**src/rtl/fifo_rd_port.sv**
```systemverilog
// fifo_rd_port: read side of the FIFO, drains 1-cycle-latency storage into a 2-entry valid/ready buffer.
// Define FIFO_RD_LEVEL_EN to add the combinational LEVEL occupancy output.
module fifo_rd_port #(
  parameter int DEPTH_LOG2 = 4,
  parameter int WIDTH      = 8
) (
  input  logic                  clk,
  input  logic                  rst_n,
  input  logic [DEPTH_LOG2:0]   wr_ptr,
  output logic [DEPTH_LOG2:0]   rd_ptr,
  output logic                  mem_re,
  output logic [DEPTH_LOG2-1:0] mem_raddr,
  input  logic [WIDTH-1:0]      mem_rdata,
  output logic [WIDTH-1:0]      out_data,
  output logic                  out_valid,
  input  logic                  out_ready,
  output logic                  empty
`ifdef FIFO_RD_LEVEL_EN
  ,
  output logic [DEPTH_LOG2+1:0] level
`endif
);

  typedef enum logic [1:0] {B0, B1, B2} buf_state_t;

  buf_state_t       state, state_next;
  logic             inflight;
  logic             mem_empty;
  logic             pop;
  logic [1:0]       cnt;
  logic [2:0]       occupancy;
  logic [WIDTH-1:0] head, tail;
  logic             head_from_rdata, head_from_tail, tail_from_rdata;

  assign mem_empty = (rd_ptr == wr_ptr);
  assign out_valid = (state != B0);
  assign out_data  = head;
  assign pop       = out_valid & out_ready;
  assign mem_raddr = rd_ptr[DEPTH_LOG2-1:0];

  // Fetch only while the word still in flight is guaranteed a buffer slot.
  assign occupancy = {1'b0, cnt} + {2'b00, inflight} - {2'b00, pop};
  assign mem_re    = rst_n & ~mem_empty & (occupancy < 3'd2);
  assign empty     = ~rst_n | (mem_empty & ~inflight & (state == B0));

  always_ff @(posedge clk or negedge rst_n) begin
    if (!rst_n) state <= B0;
    else        state <= state_next;
  end

  // Buffer occupancy FSM; a push with cnt=2 cannot occur because of the issue rule.
  always_comb begin
    state_next      = state;
    cnt             = 2'd0;
    head_from_rdata = 1'b0;
    head_from_tail  = 1'b0;
    tail_from_rdata = 1'b0;
    case (state)
      B0: begin
        cnt = 2'd0;
        if (inflight) begin
          head_from_rdata = 1'b1;
          state_next      = B1;
        end
      end
      B1: begin
        cnt = 2'd1;
        if (inflight && pop) begin
          head_from_rdata = 1'b1;
        end else if (inflight) begin
          tail_from_rdata = 1'b1;
          state_next      = B2;
        end else if (pop) begin
          state_next = B0;
        end
      end
      B2: begin
        cnt = 2'd2;
        if (pop) begin
          head_from_tail = 1'b1;
          if (inflight) tail_from_rdata = 1'b1;
          else          state_next      = B1;
        end
      end
      default: state_next = B0;
    endcase
  end

  always_ff @(posedge clk or negedge rst_n) begin
    if (!rst_n) begin
      rd_ptr   <= '0;
      inflight <= 1'b0;
      head     <= '0;
      tail     <= '0;
    end else begin
      if (mem_re) rd_ptr <= rd_ptr + {{DEPTH_LOG2{1'b0}}, 1'b1};
      inflight <= mem_re;
      if (head_from_rdata)     head <= mem_rdata;
      else if (head_from_tail) head <= tail;
      if (tail_from_rdata)     tail <= mem_rdata;
    end
  end

`ifdef FIFO_RD_LEVEL_EN
  logic [DEPTH_LOG2:0] ptr_diff;
  assign ptr_diff = wr_ptr - rd_ptr;
  assign level = rst_n ? ({1'b0, ptr_diff} + {{(DEPTH_LOG2+1){1'b0}}, inflight}
                          + {{DEPTH_LOG2{1'b0}}, cnt})
                       : '0;
`endif

endmodule

```
**config.mk**
```make
export PLATFORM = sky130hd
export DESIGN_NAME = fifo_rd_port
export DESIGN_NICKNAME = d
export VERILOG_FILES = /design/src/rtl/fifo_rd_port.sv
export SDC_FILE = /design/constraint.sdc
export NUM_CORES = 1
export LEC_CHECK = 0
export CORE_MARGIN = 8
export CORE_UTILIZATION = 40
export CTS_CLUSTER_DIAMETER = 30
export DETAILED_ROUTE_END_ITERATION = 12
export GPL_ROUTABILITY_DRIVEN = 0
export GPL_TIMING_DRIVEN = 0
export PLACE_DENSITY = 0.77
export SLEW_MARGIN = 40
export SYNTH_ARGS = -nofsm -noshare
export SYNTH_HDL_FRONTEND = slang
export SYNTH_SLANG_ARGS = --single-unit
```
**constraint.sdc**
```tcl
create_clock -name clk -period 3.4 [get_ports clk]
set_clock_uncertainty 0.1 [all_clocks]
set_input_delay 0.68 -clock clk [delete_from_list [all_inputs] [get_ports clk]]
set_output_delay 0.68 -clock clk [all_outputs]
set_load 0.02 [all_outputs]
```
Word-level counts from Yosys, hierarchy flattened
Index checks and enable logic that the tools add are counted.
{"block": "classes", "muxes": 18, "magnitude_cmp": 1, "eq_ne": 8, "div_mod_pow": 0, "n_mul": 0, "n_reduce_logical": 5, "n_bitwise": 9, "n_addsub": 3, "shifts": 0}
{"operator": "$mux W8", "count": 2}
{"operator": "$mux W2", "count": 6}
{"operator": "$ne A2 B2 Y1 const B", "count": 4}
{"operator": "$mux W1", "count": 6}
{"operator": "$pmux W2 S3", "count": 1}
{"operator": "$add A5 B1 Y5 const B", "count": 1}
{"operator": "$and A1 B1 Y1", "count": 5}
{"operator": "$eq A5 B5 Y1", "count": 1}
{"operator": "$reduce_and A5 Y1", "count": 1}
{"operator": "$pmux W1 S2", "count": 2}
{"operator": "$pmux W2 S2", "count": 1}
{"operator": "$reduce_bool A2 Y1", "count": 2}
{"operator": "$add A2 B1 Y3", "count": 1}
{"operator": "$lt A3 B2 Y1 const B", "count": 1}
{"operator": "$ne A3 B3 Y1 const B", "count": 1}
{"operator": "$not A1 Y1", "count": 3}
{"operator": "$sub A3 B1 Y3", "count": 1}
{"operator": "$eq A2 B1 Y1 const B", "count": 1}
{"operator": "$eq A2 B2 Y1 const B", "count": 1}
{"operator": "$logic_not A2 Y1", "count": 1}
{"operator": "$logic_and A1 B1 Y1", "count": 1}
{"operator": "$or A1 B1 Y1", "count": 1}
{"block": "word_totals", "out_inout_bits": 20, "register_bits": 24, "inputBits": 16, "memories": 0, "wordCells": 49, "rom_bits": 0, "ram_bits": 0, "latchBits": 0}

Depth between registers and ports, before layout
Gate-level depths: netlist of the first run.
{"block": "depth", "word_depth": 6, "mapped_depth": 10, "ltp_nobuf": 10}

Worst setup path after synthesis of the first run
Ideal clock, no wire load.
{"block": "synth_timing", "kind": "register to output", "start": "register state[0]", "end": "output mem_re", "path_stages_with_launch": 11, "required_time_ps": 2620, "setup_slack_ps": 602, "n_path_buf": 0, "t_arrival_ps": 2018, "cell_sequence": "dfrtp_1 > inv_1 > ha_1 > nand2b_1 > xnor2_1 > nand2_1 > fa_1 > xnor2_1 > and3_1 > o21ai_2 > inv_1"}
{"block": "synth_via", "elab_chain_cells": 6, "word_cells_on_any_way": 9, "cone_classes": "add/sub (2); order compare (1); eq/ne (2); mux (1); bitwise (2); reduce/logical (1)"}
{"element": "start: declaration", "line_no": "26", "rtl": "buf_state_t state, state_next;"}
{"element": "start signal: assignment", "line_no": "48", "rtl": "else state <= state_next;"}
{"element": "$eq A2 B2 Y1 or $eq A2 B1 Y1 (tied branches)", "line_no": "58", "rtl": "case (state)"}
{"element": "$pmux W2 S2", "line_no": "58"}
{"element": "$add A2 B1 Y3", "line_no": "42", "rtl": "assign occupancy = {1'b0, cnt} + {2'b00, inflight} - {2'b00, pop};"}
{"element": "$sub A3 B1 Y3 *", "line_no": "42"}
{"element": "$lt A3 B2 Y1 *", "line_no": "43", "rtl": "assign mem_re = rst_n & ~mem_empty & (occupancy < 3'd2);"}
{"element": "$and A1 B1 Y1 *", "line_no": "43"}
{"element": "end: declaration", "line_no": "11", "rtl": "output logic mem_re,"}
Mark *: on every way between the ends. The rest lies on a longest branch, timed or not.

Worst setup path after layout of the first run
{"block": "layout_timing", "start": "input wr_ptr[4]", "end": "output empty"}
{"block": "layout_via", "elab_chain_cells": 4}
{"element": "start: declaration", "line_no": "9", "rtl": "input logic [DEPTH_LOG2:0] wr_ptr,"}
{"element": "$eq A5 B5 Y1", "line_no": "35", "rtl": "assign mem_empty = (rd_ptr == wr_ptr);"}
{"element": "$and A1 B1 Y1 (2 in series)", "line_no": "44", "rtl": "assign empty = ~rst_n | (mem_empty & ~inflight & (state == B0));"}
{"element": "$or A1 B1 Y1", "line_no": "44"}
{"element": "end: declaration", "line_no": "17", "rtl": "output logic empty"}
No other way between the ends.

==> flow_summary_export.csv, run 1 <==
group,metric,value,unit
run_status,status,"completed",
synth,synth_area_leaders,"dfrtp_1 45%, mux2_2 7.6%, mux2i_1 7.5%",
sta,setup_violations,0,
route,wl_per_cell,14.08,µm
power_and_ir_drop,pwr-share-seq,0.325,
worst_setup_path,cpMaxStageDelayCell,"clkdlybuf4s50_1",
die,die_width,73.67,µm
power_and_ir_drop,clkPwrFrac,0.073,
power_and_ir_drop,power_density,918.7,nW/µm²
synth,synth_edf_count,0,
synth,ys_seq_elements,24,
cts,ctsRootBufferMaster,"clkbuf_4",
placed_design,post-place-ws,-0.5580,ns
power_and_ir_drop,net-switching-power,680.6,µW
sta,max_slew_margin,0.6139,
global_routing,antenna_found_initial,0,
layout,nets,190,
die,rows,21,
route,highest_layer,"met4",
worst_setup_path,cp_data_arrival_time,2.48,ns
worst_hold_path,hold_class,"primary input to asynchronous set/reset pin",
route,drt_iter0_drc,23,
route,drt_pre_antenna_iters,4,
route,routed_wl,2957,µm
worst_setup_path,endpoint_kind,"output port",
synth,ys_seq_area_frac,0.4516,
cts,cts_sinks,24,
worst_setup_path,slowest_delay,0.67,ns
synth,synth.distinct_cells,26,
route,wl_met3,268,µm
sta,worst_pin_slew,0.5791,ns
power_and_ir_drop,internal-power,979.2,µW
sta,fin_crit,3.262,ns
worst_setup_path,crit_top_cell,"clkdlybuf4s50_1",
sta,finalHoldViolCount,0,
cts,cts_tree,"yes",
synth,yosysTopAreaCellShare,0.4516,
die,die_h,73.67,µm
route,met2_length,1452,µm
synth,synth_common_cells,"24 x dfrtp_1, 14 x nand2_1, 10 x mux2i_1",
route,drc_errors,0,
cts,clockBufferDepth,2,
synth,synth_area,1330,µm²
sta,fmax,306.6,MHz
layout,drive_gt1_frac,0.2073,
cts,numCtsBuffers,3,
sta,drv_slew,0,
die,die_area,5427,µm²
die,initial_core_util,0.4082,
synth,syn_avg_cell_area,10.99,µm²
worst_setup_path,worst_setup_path_start_kind,"primary input",
layout,antenna_cells,0,
cts,cts.reportedPaths.clkPinSlew,0.13,ns
power_and_ir_drop,netSwitchingFraction,0.4101,
power_and_ir_drop,fin_total_pwr,1.660,mW
synth,postSynthCellCount,121,
sta,fin_ws,0.1383,ns
route,avgViaCountPerCell,4.886,
synth,yosysMostFrequentCell,"dfrtp_1",
placed_design,dp_hpwl,2253,µm
synth,yosysWarnings,0,
global_routing,grtUsageTotal,0.1145,
power_and_ir_drop,vdd_drop_max,406.4,µV
die,core,3258,µm²
worst_setup_path,crit_type,"primary input to output port",
sta,setup-tns-final,0,ns
synth,synth_nets,145,
worst_setup_path,cp_max_fo,3,
global_routing,grt_overflow,0,
cts,clk_latency,0.30,ns
layout,final_util,0.5545,
sta,fin_crit_sh,0.9593,
route,via_count,1026,
cts,h-tree-depth,1,
synth,synth_largest_area_cell,"dfrtp_1",
global_routing,grt_pass1_vias,1100,
sta,rsz0062_at_grt,"false",
route,antenna_left,0,
route,met1_length,1227,µm
synth,ys_async_sr_fraction,1.000,
worst_setup_path,path_cells,"clkdlybuf4s50_1 -> xnor2_1 -> nand3_1 -> o41ai_1 -> clkdlybuf4s50_1",
synth,ys.flop_type,"dfrtp_1",
global_routing,grt_pass1_wl,4981,µm
power_and_ir_drop,p_leak,0.8237,nW
placed_design,io_buffers,35,
global_routing,grt_start_max_net_pins,28,
run,max_cap_viol_count,0,
layout,area_delta_synth_final,35.84,%
power_and_ir_drop,p_comb_frac,0.602,
worst_setup_path,worstPathRequired,2.62,ns
die,ios,36,
==> power groups by stage <==
stage / Combinational, mW / Clock [mW] / Sequential, mW
2_1_floorplan: 0.526 / 0 / 0.613
3_3_place_gp: 0.935 / 0 / 0.537
3_5_place_dp: 0.962 / 0 / 0.546
4_1_cts: 0.979 / 0.125 / 0.540
5_1_grt: 1.09 / 0.135 / 0.561
6_report: 0.999 / 0.121 / 0.540
==> path summary, 6_finish.rpt <==
check                                           start                 endpoint  slack (ns)  depth (start not counted)
worst max-delay path                        wr_ptr[4]                    empty        0.14                          5
worst min-delay path                            rst_n       inflight$_DFF_PN0_        0.26                          1
worst max register to register   state[0]$_DFFE_PN0P_    rd_ptr[1]$_DFFE_PN0P_        0.98                         10
worst min register to register  rd_ptr[4]$_DFFE_PN0P_    rd_ptr[4]$_DFFE_PN0P_        0.41                          1
max in group asynchronous                       rst_n  out_data[5]$_DFFE_PN0P_        2.56                          1
min in group clk                rd_ptr[4]$_DFFE_PN0P_    rd_ptr[4]$_DFFE_PN0P_        0.41                          1
==> sequential cells by signal, summed over array words and instances (netlist names) <==
| signal | flops |
|---|---|
| out_data | 8 |
| state | 2 |
| inflight | 1 |
| rd_ptr | 5 |
| tail | 8 |
==> cell type report <==
class                   instances  area [µm²]
repair buffers                 40       379.1
clock buffers                   3       22.52
flip-flops and latches         24       600.6
plain buffers                   6       46.29
well taps                      46       57.56
inverters                       6       22.52
multi-input cells              85       678.2
fillers                       289        1451
==> per-layer routing <==
layer | GRT usage | vias to the layer above
met3 | 0.04229 | 2
met4 | 0.02217 | 0
met1 | 0.1294 | 503
li1 | - | 493
met5 | 0 | -
met2 | 0.1998 | 28
==> metrics by stage <==
step                      hold WS (ns)  cell area, µm²  std cells
after floorplan                 0.2844            1330        121
after global placement          0.3883            1738        202
after detailed placement        0.3954            1733        202
after CTS                       0.2714            1773        207
after global routing            0.2976            1807        210
final                           0.2563            1807        210
==> worst max-delay path, delay by kind of cell <==
kind	cells	cell delay, ns
AND/OR/NAND/NOR	1	0.17
buffers and inverters	2	1.14
XOR/XNOR	1	0.14
AO/OA/AOI/OAI	1	0.34
==> cell families (layout without fill, tap and decap cells) <==
kind of cell	after synthesis	in the layout	synth area share
DFF	24	24	0.4516
and+or+nand+nor	28	28	0.09501
adders and majority gates	8	8	0.08090
AOI/OAI and AO/OA	19	19	0.09690
muxes	19	19	0.1515
buffers and inverters	12	55	0.05174
xor gates and xnor gates	11	11	0.07244
==> cells in the final DEF (no fill, tap or decap), types with 2 or more instances in the layout <==
| cell | netlist | routed |
|---|---|---|
| xnor2_1 | 9 | 8 |
| nand3_1 | 5 | 5 |
| inv_2 | 0 | 2 |
| nor2_1 | 4 | 4 |
| nand2_1 | 14 | 14 |
| ha_1 | 7 | 6 |
| mux2i_1 | 10 | 10 |
| buf_4 | 4 | 10 |
| a21oi_1 | 2 | 2 |
| clkbuf_4 | 0 | 3 |
| dfrtp_1 | 24 | 24 |
| buf_2 | 1 | 2 |
| mux2_2 | 9 | 9 |
| xor2_1 | 2 | 2 |
| clkdlybuf4s50_1 | 0 | 32 |
| inv_1 | 6 | 4 |
| o21ai_0 | 9 | 9 |
| nand2b_1 | 2 | 2 |
| a211oi_1 | 2 | 2 |
==> what timing repair did <==
| action | CTS | global route |
|---|---|---|
| hold buffers | 0 | 0 |
| endpoints found under the setup margin | 1 | 1 |
| setup buffers | 2 | 3 |
| resized for setup | 7 | 5 |
Note: power is estimated with default switching activity, not from simulation.
==> inputs of run 2 (changes only) <==
--- a/config.mk
+++ b/config.mk
@@ -5,7 +5,7 @@
 export SDC_FILE = /design/constraint.sdc
 export NUM_CORES = 1
 export LEC_CHECK = 0
-export CORE_MARGIN = 8
+export CORE_MARGIN = 1
 export CORE_UTILIZATION = 40
 export CTS_CLUSTER_DIAMETER = 30
 export DETAILED_ROUTE_END_ITERATION = 12
==> run 2 against run 1 <==
Final cell count shrank 1.4%. Non-clock buffer count decreased by 2. Hold slack got worse by 0.021 ns. Combinational power about the same. Maximum frequency rose by 0.33%. Cell area rose by 0.69%. Routed wire length fell by 7.2%. Critical path type is now flop to output port. Largest cell class unchanged. Highest routed layer unchanged.
==> flow_summary_export.csv, run 2 (synthesis results as in run 1) <==
group,metric,value,unit
die,core,3103,µm²
worst_setup_path,worstPathRequired,2.62,ns
layout,area_delta_synth_final,36.78,%
route,avgViaCountPerCell,4.932,
sta,max_slew_margin,0.6235,
power_and_ir_drop,vdd_drop_max,434.1,µV
global_routing,grt_start_max_net_pins,28,
global_routing,grtUsageTotal,0.1741,
worst_setup_path,critPathBufInv,3,
power_and_ir_drop,net-switching-power,687.8,µW
die,die_area,3560,µm²
die,die_h,59.67,µm
route,via_count,1021,
placed_design,io_buffers,35,
cts,hold_buffers,0,
sta,fin_crit,3.251,ns
layout,final_util,0.5863,
worst_setup_path,path_cells,"inv_2 -> ha_2 -> nand2b_1 -> xnor2_1 -> nand2_1 -> fa_2 -> xnor2_2 -> and3_4 -> o21ai_2 -> inv_1 -> buf_2",
cts,clk_latency,0.31,ns
layout,antenna_cells,0,
route,drt_pre_antenna_iters,4,
global_routing,grt_overflow,0,
worst_setup_path,endpoint_kind,"output port",
layout,fin_area,1819,µm²
layout,seqCellArea,600.6,µm²
placed_design,dp_hpwl,2080,µm
sta,worst_pin_slew,0.5636,ns
worst_setup_path,cp_max_fo,5,
power_and_ir_drop,p_leak,0.8372,nW
placed_design,post-place-ws,-0.5640,ns
cts,numCtsBuffers,3,
worst_setup_path,worst_setup_path_start_kind,"flop",
global_routing,grt_pass1_wl,4623,µm
power_and_ir_drop,p_comb_frac,0.572,
placed_design,dp.cells,200,
power_and_ir_drop,netSwitchingFraction,0.3951,
sta,drv_slew,0,
cts,ctsRootBufferMaster,"clkbuf_4",
route,antenna_left,0,
sta,hold_slack,0.2349,ns
die,initial_core_util,0.4286,
route,drt_iter0_drc,19,
global_routing,antenna_found_initial,0,
die,ios,36,
cts,cts.reportedPaths.clkPinSlew,0.13,ns
power_and_ir_drop,pwr-share-seq,0.309,
layout,final_common_cell,"clkdlybuf4s50_1",
worst_setup_path,cp_top_family,"adder cells",
layout,drive_gt1_frac,0.2025,
cts,clockBufferDepth,2,
worst_hold_path,hold_class,"primary input to asynchronous set/reset pin",
sta,fin_crit_sh,0.9562,
sta,finalHoldViolCount,0,
layout,final_cell_mix,"31 x clkdlybuf4s50_1, 24 x dfrtp_1, 14 x nand2_1",
die,die_width,59.67,µm
layout,fillers,287,
sta,setup_violations,0,
cts,cts_tree,"yes",
layout,nets,188,
run_status,status,"completed",
worst_setup_path,slowest_delay,0.42,ns
power_and_ir_drop,clkPwrFrac,0.119,
placed_design,postPlaceCellArea,1730,µm²
worst_setup_path,cp_data_arrival_time,2.47,ns
route,wl_per_cell,13.26,µm
die,rows,20,
power_and_ir_drop,power_density,956.9,nW/µm²
sta,fmax,307.6,MHz
layout,multi_input_area,678.2,µm²
cts,cts_sinks,24,
power_and_ir_drop,internal-power,1.053,mW
worst_setup_path,crit_type,"flop to output port",
layout,instances_no_fill,207,
route,drc_errors,0,
global_routing,grt_pass1_vias,1090,
run,max_cap_viol_count,0,
sta,rsz0062_at_grt,"false",
route,routed_wl,2744,µm
cts,h-tree-depth,1,
worst_setup_path,cpMaxStageDelayCell,"dfrtp_1",
sta,fin_ws,0.1490,ns
## run 2: per-layer routing
layer,track usage,vias up,wire length (µm)
li1,-,494,-
met1,0.1790,481,1076
met2,0.3302,40,1424
met3,0.06061,6,189
met4,0.04651,0,53
met5,0,-,0
## run 2: metrics by stage
| stage | power, mW | setup TNS (ns) |
|---|---|---|
| 6_report | 1.741 | 0 |
| 5_1_grt | 1.867 | 0 |
| 3_3_place_gp | 1.461 | -0.6317 |
| 2_1_floorplan | 1.139 | 0 |
| 3_5_place_dp | 1.503 | -0.5640 |
| 4_1_cts | 1.737 | 0 |
## run 2: layout make-up
cell class / instances / area share
buffer: 6 / 0.02545
clock buffer: 3 / 0.01238
clock inverter: 1 / 0.01651
inverter: 6 / 0.01238
multi-input combinational: 85 / 0.3728
sequential: 24 / 0.3301
tap: 44 / 0.03026
timing repair buffer: 38 / 0.2001
## run 2: power by group through the flow
stage | logic (mW) | clock network [mW] | registers (mW)
after floorplan | 0.526 | 0 | 0.613
after global routing | 1.08 | 0.225 | 0.558
final | 0.996 | 0.207 | 0.538
after detailed placement | 0.959 | 0 | 0.544
after CTS | 0.987 | 0.213 | 0.537
after global placement | 0.925 | 0 | 0.536
## run 2: path summary, 6_finish.rpt
| check | slack [ns] | endpoint | cells past startpoint | from |
|---|---|---|---|---|
| setup / recovery | 0.15 | mem_re | 11 | state[0]$_DFFE_PN0P_ |
| hold / removal | 0.23 | rd_ptr[4]$_DFFE_PN0P_ | 1 | rst_n |
| setup reg to reg | 0.92 | rd_ptr[3]$_DFFE_PN0P_ | 11 | state[0]$_DFFE_PN0P_ |
| hold reg to reg | 0.42 | rd_ptr[4]$_DFFE_PN0P_ | 1 | rd_ptr[4]$_DFFE_PN0P_ |
| max in group asynchronous | 2.59 | out_data[2]$_DFFE_PN0P_ | 1 | rst_n |
| min in group clk | 0.42 | rd_ptr[4]$_DFFE_PN0P_ | 1 | rd_ptr[4]$_DFFE_PN0P_ |
## run 2: what timing repair did
item                       CTS  global route
setup endpoints to repair    1             2
resized for setup            7             5
pin swaps                    1             0
buffers inserted             3             0
